$ cat config.mk
export PLATFORM = sky130hd
export DESIGN_NAME = decode_stage
export DESIGN_NICKNAME = d
export VERILOG_FILES = /design/src/rtl/decode_stage.sv
export SDC_FILE = /design/constraint.sdc
export NUM_CORES = 2
export LEC_CHECK = 0
export BUFFER_PORTS_ARGS = -buffer_cell sky130_fd_sc_hd__buf_2
export CAP_MARGIN = 10
export CORE_MARGIN = 1
export CORE_UTILIZATION = 40
export DETAILED_ROUTE_END_ITERATION = 7
export RECOVER_POWER = 25
export REMOVE_ABC_BUFFERS = 1
export SYNTH_ARGS = -nofsm -noshare
export SYNTH_HDL_FRONTEND = slang
export SYNTH_SLANG_ARGS = --single-unit
$ cat constraint.sdc
create_clock -name clk -period 194.4 [get_ports clk]
set_input_delay 9.72 -clock clk [delete_from_list [all_inputs] [get_ports clk]]
set_output_delay 9.72 -clock clk [all_outputs]
set_load 0.01 [all_outputs]
$ cat src/rtl/decode_stage.sv
// decode_stage: decodes RV64I OP-IMM and OP instructions into ALU operation
// codes, reads operands from a 32x64 register file with a writeback port,
// and holds the result in a single-entry valid/ready output slot.
module decode_stage #(
    parameter int BUS_DATA_WIDTH = 64,
    parameter int INSTR_WIDTH    = 32
) (
    input  logic                      clk,
    input  logic                      reset,
    input  logic                      in_valid,
    output logic                      in_ready,
    input  logic [INSTR_WIDTH-1:0]    in_instr,
    output logic                      out_valid,
    input  logic                      out_ready,
    output logic [5:0]                alu_control,
    output logic [BUS_DATA_WIDTH-1:0] dataA,
    output logic [BUS_DATA_WIDTH-1:0] dataB,
    output logic [4:0]                rd,
    output logic                      rd_we,
    output logic                      illegal,
    input  logic                      flush,
    input  logic                      wb_en,
    input  logic [4:0]                wb_rd,
    input  logic [BUS_DATA_WIDTH-1:0] wb_data
);

    logic [BUS_DATA_WIDTH-1:0] regFile [32];

    logic [6:0] opcode;
    logic [2:0] funct3;
    logic [6:0] funct7;
    logic [4:0] rs1Addr;
    logic [4:0] rs2Addr;
    logic [4:0] rdAddr;

    logic [BUS_DATA_WIDTH-1:0] rs1Val;
    logic [BUS_DATA_WIDTH-1:0] rs2Val;
    logic [BUS_DATA_WIDTH-1:0] immSext;
    logic [BUS_DATA_WIDTH-1:0] shamtZext;
    logic [BUS_DATA_WIDTH-1:0] decDataB;
    logic [5:0]                decAlu;
    logic                      decIllegal;

    logic outValid;
    logic accept;
    logic wbWrite;

    assign opcode  = in_instr[6:0];
    assign rdAddr  = in_instr[11:7];
    assign funct3  = in_instr[14:12];
    assign rs1Addr = in_instr[19:15];
    assign rs2Addr = in_instr[24:20];
    assign funct7  = in_instr[31:25];

    assign immSext   = {{(BUS_DATA_WIDTH-12){in_instr[31]}}, in_instr[31:20]};
    assign shamtZext = {{(BUS_DATA_WIDTH-6){1'b0}}, in_instr[25:20]};

    assign wbWrite  = wb_en && (wb_rd != 5'd0);
    assign in_ready = !outValid || out_ready;
    assign accept   = in_valid && in_ready && !flush;
    assign out_valid = outValid;

    // Operand read: x0 is hard-wired to zero, and a same-cycle writeback
    // to the source register is forwarded so the slot never holds stale data.
    always_comb begin
        rs1Val = regFile[rs1Addr];
        rs2Val = regFile[rs2Addr];
        if (rs1Addr == 5'd0) begin
            rs1Val = '0;
        end else if (wbWrite && (wb_rd == rs1Addr)) begin
            rs1Val = wb_data;
        end
        if (rs2Addr == 5'd0) begin
            rs2Val = '0;
        end else if (wbWrite && (wb_rd == rs2Addr)) begin
            rs2Val = wb_data;
        end
    end

    // Instruction decode: anything outside the supported OP-IMM/OP encodings
    // (including bad funct7/funct6 on shifts) is flagged illegal with code 0.
    always_comb begin
        decAlu     = 6'b000000;
        decIllegal = 1'b0;
        decDataB   = rs2Val;
        case (opcode)
            7'b0010011: begin
                decDataB = immSext;
                case (funct3)
                    3'b000: decAlu = 6'b000001;
                    3'b010: decAlu = 6'b000010;
                    3'b011: decAlu = 6'b000011;
                    3'b100: decAlu = 6'b000100;
                    3'b110: decAlu = 6'b000101;
                    3'b111: decAlu = 6'b000110;
                    3'b001: begin
                        decDataB = shamtZext;
                        if (in_instr[31:26] == 6'b000000) decAlu = 6'b000111;
                        else                              decIllegal = 1'b1;
                    end
                    default: begin
                        decDataB = shamtZext;
                        if (in_instr[31:26] == 6'b000000)      decAlu = 6'b001000;
                        else if (in_instr[31:26] == 6'b010000) decAlu = 6'b001001;
                        else                                   decIllegal = 1'b1;
                    end
                endcase
            end
            7'b0110011: begin
                if (funct7 == 7'b0000000) begin
                    case (funct3)
                        3'b000:  decAlu = 6'b001100;
                        3'b001:  decAlu = 6'b001110;
                        3'b010:  decAlu = 6'b001111;
                        3'b011:  decAlu = 6'b010000;
                        3'b100:  decAlu = 6'b010001;
                        3'b101:  decAlu = 6'b010010;
                        3'b110:  decAlu = 6'b010100;
                        default: decAlu = 6'b010101;
                    endcase
                end else if ((funct7 == 7'b0100000) && (funct3 == 3'b000)) begin
                    decAlu = 6'b001101;
                end else if ((funct7 == 7'b0100000) && (funct3 == 3'b101)) begin
                    decAlu = 6'b010011;
                end else begin
                    decIllegal = 1'b1;
                end
            end
            default: decIllegal = 1'b1;
        endcase
    end

    // Register file writeback runs regardless of slot state; x0 is never written.
    always_ff @(posedge clk or posedge reset) begin
        if (reset) begin
            for (int i = 0; i < 32; i++) begin
                regFile[i] <= '0;
            end
        end else if (wbWrite) begin
            regFile[wb_rd] <= wb_data;
        end
    end

    // Output slot: flush wins, then a new accept replaces the slot, otherwise
    // a drain empties it and a stall holds it untouched.
    always_ff @(posedge clk or posedge reset) begin
        if (reset) begin
            outValid    <= 1'b0;
            alu_control <= '0;
            dataA       <= '0;
            dataB       <= '0;
            rd          <= '0;
            rd_we       <= 1'b0;
            illegal     <= 1'b0;
        end else if (flush) begin
            outValid <= 1'b0;
        end else if (accept) begin
            outValid    <= 1'b1;
            alu_control <= decAlu;
            dataA       <= rs1Val;
            dataB       <= decDataB;
            rd          <= rdAddr;
            rd_we       <= !decIllegal && (rdAddr != 5'd0);
            illegal     <= decIllegal;
        end else if (out_ready) begin
            outValid <= 1'b0;
        end
    end

endmodule

# Word-level counts from Yosys, hierarchy flattened

Index checks and enable logic that the tools add are counted.

Bits in registers: 2190
Output and inout port bits: 143
Input bits: 107
Logic and storage cells: 118

$lt $le $gt $ge: 4
Multiplexer cells: 35
Reduce and logical (&&, ||, !) cells: 23
Equality and inequality tests: 13
Bitwise operators: 4

Operators with widths:

| operator                                                               | count |
|---|---|
| 2048-bit bitwise mux                                                   | 1 |
| 64-bit 2-to-1 mux                                                      | 11 |
| 64-bit binary-select mux with 5-bit select                             | 2 |
| 64-bit demux with 5-bit select                                         | 1 |
| 5-bit one-hot mux with 7 select lines                                  | 1 |
| 4-bit one-hot mux with 7 select lines                                  | 1 |
| 6-bit greater-or-equal comparator (second input constant)              | 3 |
| 5-bit inverter with 6-bit output                                       | 3 |
| 7-bit by 6-bit equality test with 1-bit output (second input constant) | 2 |
| 3-bit equality test (second input constant)                            | 4 |
| 6-bit one-hot mux with 2 select lines                                  | 1 |
| 5-bit equality test                                                    | 2 |
| 5-bit zero test                                                        | 2 |
| 5-bit 2-to-1 mux                                                       | 2 |
| 5-bit nonzero test                                                     | 2 |
| 1-bit logical AND                                                      | 9 |
| 1-bit 2-to-1 mux                                                       | 9 |
| 4-bit 2-to-1 mux                                                       | 2 |
| 7-bit by 5-bit equality test with 1-bit output (second input constant) | 1 |
| 7-bit zero test                                                        | 1 |
| 3-bit by 2-bit equality test with 1-bit output (second input constant) | 2 |
| 6-bit by 5-bit equality test with 1-bit output (second input constant) | 1 |
| 6-bit zero test                                                        | 1 |
| 6-bit by 1-bit < comparator with 1-bit output (second input constant)  | 1 |
| 11 further kinds                                                       | 14 |

# Longest topological paths before layout

Depth after elaboration: 8
Depth in mapped cells: 10
Mapped depth without buffers: 7

# Worst setup path after synthesis

Ideal clock, no wire load.

Path type: input -> output
From: input out_ready
To: output in_ready
Data required time: 184.680 ns
Path slack: 174.706 ns
Data arrival time: 9.974 ns
Cell stages on the path: 2
Path buffers: 0
Cells stage by stage: nor2b_1 > inv_1

Cells in the longest elaborated chain, start to end: 1

Ends and longest elaborated chain:

| element            | RTL line | RTL |
|---|---|---|
| start: declaration | 14       | `input logic out_ready,` |
| 1-bit logical OR   | 59       | `assign in_ready = !outValid \|\| out_ready;` |
| end: declaration   | 11       | `output logic in_ready,` |

No other way between the ends.

==> metrics <==
switching power around 370 uW; flop2flop setup slack between 150 and 200 ns; Critical Path Sink Type async pin; setup bufs post-CTS 0; total CTS buffers 240; root buffer cell clkbuf_16; chip width approximately 540 um; fin cells roughly 11,000; leading cell types in the layout, fill and taps excluded dfrtp_1 (2,189), mux2_2 (1,984), mux4_2 (1,037); Max-slew headroom -427%; worst skew pair latency just over 0.9 ns; CP required between 150 and 200 ns; DP Worst Slack between 150 and 200 ns; Post-synth ARST share 100%; area of the core region about 0.28 mm^2; Hold Vio Cnt, Final 0; share of cells above drive strength 1 between 40% and 50%; DRT Pass-1 Iters 8; Sw Ratio between 20% and 30%; Netlist Area Pre-Place about 0.11 mm^2; WHS Path Cells 0; Pleak ~0.054 uW; synthesis-to-layout area growth 10.5%; Ports 250; largest net degree at the start of global routing 181; post_cts resized 0; routed vias slightly above 70,000; r2r startpoint out_valid$_DFFE_PP0P_; chip height 536 um; Int Power a little under 1000 uW; setup TNS 0 ns; setup violators final 0; PortBufs 248; R2R depth 7; first-pass GRT wire length ~550 mm; Mapped Cells ~7,500; row count roughly 200; final setup margin 173.07 ns; Layout Skew about 0.033 ns; Tmin final roughly 21 ns; Clock transition at path regs about 0.06 ns; reg2reg end dataA[26]$_DFFE_PP0P_; Initial Utilization 40.3%; die area roughly 0.29 mm^2; top cells by area, synth dfrtp_1 (48%), mux4_2 (20%), mux2_2 (20%); DRC viols 5; Seq/Total Area, Yosys 48.1%; fin util around 45%; VDD IR-drop max between 0.000007 and 0.000008 V; 1st-iter DRT viols around 7,000; average instance area after synthesis 15.2 um^2; Crit Path Class in -> async; commonest non-fill, non-tap cell in the layout dfrtp_1; Synth Flop Type dfrtp_1; failing checks design-rule violations, max-capacitance violations, max-slew violations; max-slew violation count roughly 1,100; Tcrit/Tclk final a little over a tenth; Yosys reg bits roughly 2,200; CTS Buffer Depth 4; number of fill cells about 25,000; Max Clock Freq ~0.047 GHz; TritonCTS clock tree done; Worst-Margin Slew roughly 7.9 ns; critical-path maximum fanout 147; DP Cell Count between 10,000 and 15,000; vias per cell around 6.4; antenna violations before repair 35; Reg power frac 45.5%; Yosys top cell area share between 40 and 50%; Avg WL per Cell approximately 33 um; CP Data Arrival Time ~20 ns; power share of the clock group 35.0%; number of global-route vias before repair between 70,000 and 80,000; antenna viol nets, final 0; Hold Slack a little under 0.4 ns; Total GRT Usage 26.2%; RSZ-0062 raised after global routing no; pwr/cell area ~11 mW/mm^2; clock sinks roughly 2,200; Final GP Congestion just under 0.8; cell taking the most area after synthesis dfrtp_1; Yosys warnings 0; Total Wirelength 376 mm; nets@finish roughly 7,400; cts hold-fix bufs 0; number of synthesized flops with an enable pin 0; Hold Path Class reg -> reg; logic gate share of total power about a fifth; MaxCap Viol Count 32; number of library cell types mapped by synthesis a little over 60; worst hold endpoint regFile[2034]$_DFFE_PP0P_; H-tree lvl count 4; post-DP HPWL slightly above 200 mm; hold path start regFile[2034]$_DFFE_PP0P_; CP startpoint kind input port; outcome complete, but fails checks; GRT overflow 0
[area by class of cell]
| cell class | instances | area [um^2] | area share (%) |
|---|---|---|---|
| Sequential cell | 2189 | 54800 | 43.5 |
| Clock buffer | 367 | 7210 | 5.73 |
| Timing Repair Buffer | 428 | 2550 | 2.03 |
| Tap cell | 3743 | 4680 | 3.72 |
| Clock inverter | 62 | 818 | 0.650 |
| Multi-Input combinational cell | 4427 | 55800 | 44.3 |
| Antenna cell | 10 | 25.0 | 0.0199 |
| Inverter | 6 | 25.0 | 0.0199 |
[worst max-delay path, cell delays in order]
cell and delay [ns]:
buf_2 0.10, clkinvlp_2 2.14, clkbuf_1 2.49, clkbuf_1 5.67
[worst max path at each step]
stage                                             to      start
after floorplan           alu_control[0]$_DFFE_PP0P_      reset
after global placement                      in_ready  out_ready
after detailed placement                    in_ready  out_ready
after CTS                                   in_ready  out_ready
after global routing        regFile[797]$_DFFE_PP0P_      reset
final                      regFile[1724]$_DFFE_PP0P_      reset
[routing by layer]
| layer | wire length (um) | GRT usage, % |
|---|---|---|
| met1 | 160000 | 36.5 |
| met5 | 140 | 0 |
| met2 | 178000 | 41.7 |
| met3 | 27000 | 4.73 |
| met4 | 11100 | 7.74 |
[synthesized netlist by cell type (47+ instances only)]
cell type	instances
nor2_1	84
mux4_2	1037
o21ai_0	120
nand3_1	48
mux2i_1	356
clkbuf_1	586
buf_1	47
buf_2	207
a31oi_1	72
dfrtp_1	2189
nand2_1	259
mux2_2	1984
a221o_1	70
a22oi_1	83
a222oi_1	64
[per-stage QoR]
step / cell area (um^2) / power [uW]
2_1_floorplan: 110000 / 789
3_3_place_gp: 118000 / 864
3_5_place_dp: 118000 / 878
4_1_cts: 126000 / 1350
5_1_grt: 126000 / 1390
6_report: 126000 / 1340
[power groups by stage]
stage / sequential (uW) / combinational, uW / clock (uW)
floorplan: 599 / 190 / 0
global placement: 607 / 256 / 0
detailed placement: 615 / 263 / 0
CTS: 607 / 264 / 477
global route: 621 / 279 / 495
finish: 610 / 261 / 469
[flip-flops by register name, indices dropped and copies added, names as in the netlist]
| register | flops |
|---|---|
| rd | 5 |
| illegal | 1 |
| dataB | 64 |
| rd_we | 1 |
| out_valid | 1 |
| regFile | 2048 |
| alu_control | 5 |
| dataA | 64 |
[cells by family (layout without fill, tap and decap cells)]
logic type | Yosys count | count (layout) | synth area share (%)
compound gates | 553 | 553 | 3.56
xor+xnor | 12 | 12 | 0.0922
fa+ha+maj | 1 | 1 | 0.00878
buf+inv | 862 | 863 | 3.14
flops | 2189 | 2189 | 48.1
mux | 3377 | 3377 | 43.2
other cells | 1 | 11 | 0.00329
simple gates | 483 | 483 | 1.90
Power figures use the tool's default switching activity.
